===== config.mk =====
export PLATFORM = sky130hd
export DESIGN_NAME = ex_muldiv_unit
export DESIGN_NICKNAME = d
export VERILOG_FILES = /design/src/rtl/ex_muldiv_unit.sv
export SDC_FILE = /design/constraint.sdc
export NUM_CORES = 2
export LEC_CHECK = 0
export ABC_AREA = 1
export BUFFER_PORTS_ARGS = -buffer_cell sky130_fd_sc_hd__buf_2
export CAP_MARGIN = 20
export CORE_UTILIZATION = 30
export DETAILED_ROUTE_END_ITERATION = 6
export PLACE_DENSITY = 0.53
export SLEW_MARGIN = 20
export SYNTH_ARGS = -nofsm -noshare
export SYNTH_HDL_FRONTEND = slang
export SYNTH_SLANG_ARGS = --single-unit

===== constraint.sdc =====
create_clock -name clk -period 2.3 [get_ports clk]
set_input_delay 0.46 -clock clk [delete_from_list [all_inputs] [get_ports clk]]
set_output_delay 0.46 -clock clk [all_outputs]
set_load 0.005 [all_outputs]

===== src/rtl/ex_muldiv_unit.sv =====
// rtl/ex_muldiv_unit.sv - multi-cycle multiply/divide engine owning the HI/LO register pair
module ex_muldiv_unit #(
    parameter int WIDTH       = 32,
    parameter int MUL_LATENCY = 3
) (
    input  logic                 clk,
    input  logic                 rst,
    input  logic                 start,
    input  logic [2:0]           op,
    input  logic [WIDTH-1:0]     a,
    input  logic [WIDTH-1:0]     b,
    input  logic                 flush,
    output logic                 busy,
    output logic                 stall,
    output logic                 done,
    output logic                 div_by_zero,
    output logic [WIDTH-1:0]     hi,
    output logic [WIDTH-1:0]     lo,
    output logic [2*WIDTH-1:0]   hilo_fwd
);

    localparam int CW = $clog2(WIDTH + MUL_LATENCY + 2) + 1;
    localparam logic [CW-1:0] MUL_LAST = CW'(MUL_LATENCY);
    localparam logic [CW-1:0] DIV_LAST = CW'(WIDTH + 1);

    localparam logic [2:0] OP_MULT  = 3'b000;
    localparam logic [2:0] OP_MULTU = 3'b001;
    localparam logic [2:0] OP_DIV   = 3'b010;
    localparam logic [2:0] OP_DIVU  = 3'b011;
    localparam logic [2:0] OP_MTHI  = 3'b100;
    localparam logic [2:0] OP_MTLO  = 3'b101;

    typedef enum logic [1:0] {IDLE, MUL, DIV} stateT;

    stateT              state, nextState;
    logic [CW-1:0]      counter, nextCounter;

    logic               isMulOp, isDivOp, isMoveOp, opSigned, accept;

    // Captured operation context
    logic [2*WIDTH-1:0] prodReg;
    logic [WIDTH-1:0]   remReg, quoReg, divisorMag, divDividend;
    logic               divZero, divNegQ, divNegR;

    // Datapath intermediates
    logic [2*WIDTH-1:0] mulA, mulB;
    logic [WIDTH:0]     shifted;
    logic [WIDTH-1:0]   subVal;
    logic               stepOk;
    logic [WIDTH-1:0]   newHi, newLo;

    assign isMulOp  = (op == OP_MULT) || (op == OP_MULTU);
    assign isDivOp  = (op == OP_DIV)  || (op == OP_DIVU);
    assign isMoveOp = (op == OP_MTHI) || (op == OP_MTLO);
    assign opSigned = ~op[0];
    assign accept   = rst && start && !flush && (state == IDLE);

    // Sign- or zero-extend multiplier operands so one 2W-bit product covers both forms
    assign mulA = {{WIDTH{opSigned & a[WIDTH-1]}}, a};
    assign mulB = {{WIDTH{opSigned & b[WIDTH-1]}}, b};

    // One restoring step: shift in next dividend bit, subtract divisor if it fits
    assign shifted = {remReg, quoReg[WIDTH-1]};
    assign stepOk  = (shifted >= {1'b0, divisorMag});
    assign subVal  = shifted[WIDTH-1:0] - divisorMag;

    // State register and step counter
    always_ff @(posedge clk or negedge rst) begin
        if (!rst) begin
            state   <= IDLE;
            counter <= '0;
        end else begin
            state   <= nextState;
            counter <= nextCounter;
        end
    end

    // Next-state, completion pulse and handshake outputs
    always_comb begin
        nextState   = state;
        nextCounter = counter;
        done        = 1'b0;
        case (state)
            IDLE: begin
                if (accept && isMulOp) begin
                    nextState   = MUL;
                    nextCounter = CW'(1);
                end else if (accept && isDivOp) begin
                    nextState   = DIV;
                    nextCounter = CW'(1);
                end else if (accept && isMoveOp) begin
                    done = 1'b1;
                end
            end
            MUL: begin
                if (flush) begin
                    nextState   = IDLE;
                    nextCounter = '0;
                end else if (counter == MUL_LAST) begin
                    done        = 1'b1;
                    nextState   = IDLE;
                    nextCounter = '0;
                end else begin
                    nextCounter = counter + CW'(1);
                end
            end
            DIV: begin
                if (flush) begin
                    nextState   = IDLE;
                    nextCounter = '0;
                end else if (counter == DIV_LAST) begin
                    done        = 1'b1;
                    nextState   = IDLE;
                    nextCounter = '0;
                end else begin
                    nextCounter = counter + CW'(1);
                end
            end
            default: begin
                nextState   = IDLE;
                nextCounter = '0;
            end
        endcase
    end

    assign busy        = (state != IDLE);
    assign stall       = start && !done && !flush && (busy || isMulOp || isDivOp);
    assign div_by_zero = done && (state == DIV) && divZero;

    // Value HI/LO will take at the end of a done cycle; otherwise the current pair
    always_comb begin
        newHi = hi;
        newLo = lo;
        if (done) begin
            case (state)
                IDLE: begin
                    if (op == OP_MTHI) newHi = a;
                    else               newLo = a;
                end
                MUL: begin
                    newHi = prodReg[2*WIDTH-1:WIDTH];
                    newLo = prodReg[WIDTH-1:0];
                end
                DIV: begin
                    if (divZero) begin
                        newHi = divDividend;
                        newLo = '1;
                    end else begin
                        newLo = divNegQ ? -quoReg : quoReg;
                        newHi = divNegR ? -remReg : remReg;
                    end
                end
                default: begin
                    newHi = hi;
                    newLo = lo;
                end
            endcase
        end
    end

    assign hilo_fwd = {newHi, newLo};

    // HI/LO write-back, operand capture and divide iteration
    always_ff @(posedge clk or negedge rst) begin
        if (!rst) begin
            hi          <= '0;
            lo          <= '0;
            prodReg     <= '0;
            remReg      <= '0;
            quoReg      <= '0;
            divisorMag  <= '0;
            divDividend <= '0;
            divZero     <= 1'b0;
            divNegQ     <= 1'b0;
            divNegR     <= 1'b0;
        end else begin
            if (done) begin
                hi <= newHi;
                lo <= newLo;
            end
            if (accept && isMulOp) begin
                prodReg <= mulA * mulB;
            end else if (accept && isDivOp) begin
                divDividend <= a;
                divZero     <= (b == '0);
                divisorMag  <= (opSigned && b[WIDTH-1]) ? -b : b;
                quoReg      <= (opSigned && a[WIDTH-1]) ? -a : a;
                remReg      <= '0;
                divNegQ     <= opSigned && (a[WIDTH-1] ^ b[WIDTH-1]);
                divNegR     <= opSigned && a[WIDTH-1];
            end else if (state == DIV && !flush && counter != DIV_LAST) begin
                remReg <= stepOk ? subVal : shifted[WIDTH-1:0];
                quoReg <= {quoReg[WIDTH-2:0], stepOk};
            end
        end
    end

endmodule


# After elaboration in Yosys (flattened, before gate mapping)
# Cells that the tools add are included.
# word_totals
word_cells,108
output_inout_bits,132
inputBits,71
register_bits,268
# classes
bitwise,5
multipliers,1
reduce_logical,31
muxes,39
n_eq_ne,13
n_addsub,6
magnitude_cmp,1
# op_table
cell,n
$mux 32,15
$pmux 32 s3,2
$neg 32->32,4
$mul 33x33->64,1
$mux 7,6
$ge 33x32->1,1
$logic_not 32->1,1
$sub 32x32->32,1
$pmux 7 s3,1
$logic_and 1x1->1,16
$mux 2,6
$add 7x1->7 const B,1
$eq 7x2->1 const B,1
$eq 7x6->1 const B,1
$mux 1,7
$ne 7x6->1 const B,1
$eq 3x2->1 const B,2
$eq 3x3->1 const B,2
$ne 3x3->1 const B,2
$pmux 2 s3,1
$logic_or 1x1->1,5
$reduce_and 2->1,2
$reduce_bool 2->1,2
$eq 3x1->1 const B,1
11 further kinds,14

# Depth between registers and ports, before layout
# depth
ltp_word,12
depth_mapped,37
mapped_depth_nobuf,35

# Least setup slack after synthesis
# OpenSTA, ideal clock, no wires.
# synth_timing
path_type,in2reg
start,input port op[0]
end,register prodReg[54]
required_ns,2.183
arrival_time_ns,7.569
cell_stages,29
slack_ns,-5.387
path_buffers,2
setup_time_ns,0.117
cell_sequence,clkbuf_1 -> clkbuf_1 -> nor2_1 -> fa_1 -> inv_1 -> fa_1 -> inv_1 -> fa_1 -> inv_1 -> fa_1 -> inv_1 -> fa_1 -> fa_1 -> inv_1 -> fa_1 -> fa_1 -> inv_1 -> ha_1 -> nand2_1 -> nor2_1 -> inv_1 -> nor2_1 -> nand2_1 -> nor3_1 -> nand2_1 -> nand3_1 -> nand2_1 -> nand3_1 -> nand2_1
# synth_via
elab_chain_cells,3
elab_cells_between_ends,8
classes_between,mul: 1; eq/ne: 1; bitwise: 3; reduce/logical: 3
# synth_rtl
element,line_no,text
"start, declared",9,"input logic [2:0] op,"
"$not 1->1, or another cell as far along",55,assign opSigned = ~op[0];
"$and 1x1->1, or another cell as far along",59,"assign mulA = {{WIDTH{opSigned & a[WIDTH-1]}}, a};"
$mul 33x33->64 / $logic_and 1x1->1 (equally long branches),"182, 181",
"end signal, assigned",182,prodReg <= mulA * mulB;
"end, declared",41,logic [2*WIDTH-1:0] prodReg;
# Parallel ways exist; a longest one is shown, timed or not.
# A chain may end at the register's enable or synchronous reset.

# Worst setup path after layout
# layout_timing
start,input port a[31]
end,register prodReg[62]
# layout_via
elab_chain_cells,2
# layout_rtl
element,line_no,text
"start, declared",10,"input logic [WIDTH-1:0] a,"
$and 1x1->1,59,
$mul 33x33->64 (*),182,
# Every way passes the cells marked *; elsewhere a longest branch is shown, timed or not.

==> results.toml <==
[status]
outcome = "complete, but fails checks"
violations = "negative setup slack"

[timing]
rsz0062_at_grt = "yes"
timing.final.hold_violations = 0
fmax_mhz = 153
period_share_pct = 284
slew_headroom_pct = 33.2
slew_violations = 0
fin_worst_skew_ns = 0.0362
worstMarginPinSlew_ns = 1.00
layout_setup_ws_ns = -4.24
setup_viol = 163
period_minus_slack_ns = 6.54

[finish]
final_cell_mix = "1878 x nand2_1, 1744 x inv_1, 1126 x buf_4, 1030 x fa_1, 375 x nor2_1"
final_util_pct = 43.3
final_common_cell = "nand2_1"
area_growth_pct = 43.3
fillerInstances = 19406
fin_nets = 10778
drive_above_1_share_pct = 31.5

[die]
rows = 162
die_h_um = 445
start_util_pct = 30.2
die_width_um = 445
design.die.area_um2 = 198000
core-area_um2 = 195000
io_pins = 203

[drt]
drc = 0
ant_nets = 0
drt_iter0_drc = 4935
totalWireLength_um = 269000
post_drt_via_cell_ratio = 4.85
routedWlPerCell_um = 22.4
vias = 58066
first_pass_iters = 7

[critical_path]
crit_slowest_cell = "fa_2"
crit_path_end_kind = "flip-flop"
worstPathRequired_ns = 2.78
cp_max_fo = 6
critical_path_class = "input port to flip-flop"
worst_path_largest_cell_delay_ns = 0.66
crit_arrival_ns = 7.02
startpoint_type = "input port"

[yosys]
synth_flop_cell = "dfrtp_1"
synth_area_per_cell_um2 = 7.38
synth_area_um2 = 58800
synthesis.nets = 9424
ys_warn_count = 0
synth-edff-count = 0
synthArstFlopShare_pct = 100
synth_seq_cells = 268
synth.distinct_cells = 53
syn_inst = 7976
ys_seq_area_share_pct = 11.4

[clock_network]
clockBufferDepth = 3
h-tree-depth = 2
cts_tree = "done"
clk_latency_ns = 0.60
clockRootBuffer = "clkbuf_16"
cts.sinks = 268
numCtsBuffers = 35
path_clk_slew_ns = 0.06

[flow_run]
maxCapViolations = 0

[global_route]
track_usage_pct = 26.8
grt_first_pass_wirelength_um = 393000
grt_max_degree = 149
grt_pass1_vias = 60381
antenna_found_initial = 15
grt.overflow.total = 0

[placement]
dp_hpwl_um = 217000
gp_congestion = 0.998
io_buffer_count = 202

[worst_hold_path]
hold_path_class = "input port to flip-flop"
==> kinds of logic after synthesis <==
kind of cell | share of synthesized area [%]
AOI/OAI and AO/OA | 6.72
buffers and inverters | 15.2
xor gates and xnor gates | 1.18
DFF | 11.4
adders and majority gates | 43.7
and+or+nand+nor | 21.8
==> path summary, 6_finish.rpt <==
| check | start | end | slack [ns] | depth (start not counted) |
|---|---|---|---|---|
| setup reg to reg | remReg[8]$_DFFE_PN0P_ | remReg[27]$_DFFE_PN0P_ | -0.53 | 16 |
| hold reg to reg | divisorMag[22]$_DFFE_PN0P_ | divisorMag[22]$_DFFE_PN0P_ | 0.48 | 2 |
| max in group asynchronous | rst | prodReg[36]$_DFFE_PN0P_ | 0.10 | 4 |
| min in group asynchronous | rst | counter[2]$_DFFE_PN0P_ | 0.79 | 3 |
| hold / removal | flush | state[0]$_DFFE_PN0P_ | 0.32 | 5 |
| setup / recovery | a[31] | prodReg[62]$_DFFE_PN0P_ | -4.24 | 32 |
==> flip-flops by register name, summed over array words and instances, names as in the netlist <==
signal,cells
divisorMag,32
prodReg,64
divZero,1
divDividend,32
hi,32
state,2
divNegQ,1
counter,7
divNegR,1
remReg,32
quoReg,32
lo,32
==> worst max-delay path: cells and delay by family <==
kind                     cells  cell delay, ns
buffers and inverters       11            0.93
AND/OR/NAND/NOR             12            0.96
adder cells (fa/ha/maj)      9            4.63
==> per-layer routing <==
layer  global-route usage, %  vias up  share of wire, %
met5                       0        -             0.025
met4                    11.9       12               6.0
met3                    3.34      452               7.1
met2                    43.0     2054                45
met1                    36.0    29309                42
li1                        -    26239                 -
==> per-stage QoR <==
stage               setup slack (ns)  instances  hold WS, ns  TNS, ns  cell area [um^2]
floorplan                      -4.61       7976        0.164  -221.73             62700
detailed placement             -5.51      11664        0.467  -365.37             74200
global placement               -5.45      11664        0.463  -363.41             74200
global route                   -4.48      11980        0.343  -310.53             84300
finish                         -4.24      11984        0.322  -286.63             84300
CTS                            -4.20      11899        0.291  -283.42             81600
==> Yosys cell counts (19+ instances only) <==
cell type | count | share of area [%]
buf_1 | 71 | 0.45
a31oi_1 | 38 | 0.40
nor2_1 | 530 | 3.4
nand3_1 | 318 | 2.7
nand2_1 | 2168 | 14
nor3_1 | 38 | 0.32
o2111ai_1 | 24 | 0.36
nand4_1 | 78 | 0.83
a21oi_1 | 238 | 2.0
a221oi_1 | 20 | 0.30
xor2_1 | 42 | 0.63
o21bai_1 | 19 | 0.24
inv_1 | 1962 | 13
ha_1 | 251 | 5.3
o21ai_0 | 282 | 2.4
o211ai_1 | 22 | 0.28
fa_1 | 1126 | 38
clkbuf_1 | 261 | 1.7
xnor2_1 | 37 | 0.55
buf_2 | 46 | 0.39
dfrtp_1 | 268 | 11
==> layout make-up <==
type / count / area [um^2] / share of cell area, %
multi-input combinational: 5346 / 49000 / 58.2
timing repair buffer: 1700 / 16600 / 19.7
sequential: 268 / 6710 / 7.96
antenna: 6 / 15.0 / 0.0178
clock buffer: 43 / 997 / 1.18
tap: 2624 / 3280 / 3.89
inverter: 1979 / 7470 / 8.87
clock inverter: 18 / 183 / 0.217
==> timing repair <==
| action | in CTS | in global routing |
|---|---|---|
| gates resized for setup | 1111 | 503 |
| endpoints found under the setup margin | 175 | 187 |
| hold endpoints to repair | 27 | 0 |
| hold buffers | 1 | 0 |
| pin swaps | 377 | 379 |
| setup buffers | 162 | 71 |
| gates cloned | 23 | 13 |
Power is not shown: default switching activity piles up to over one toggle a cycle in this logic, so the estimate is an artifact.
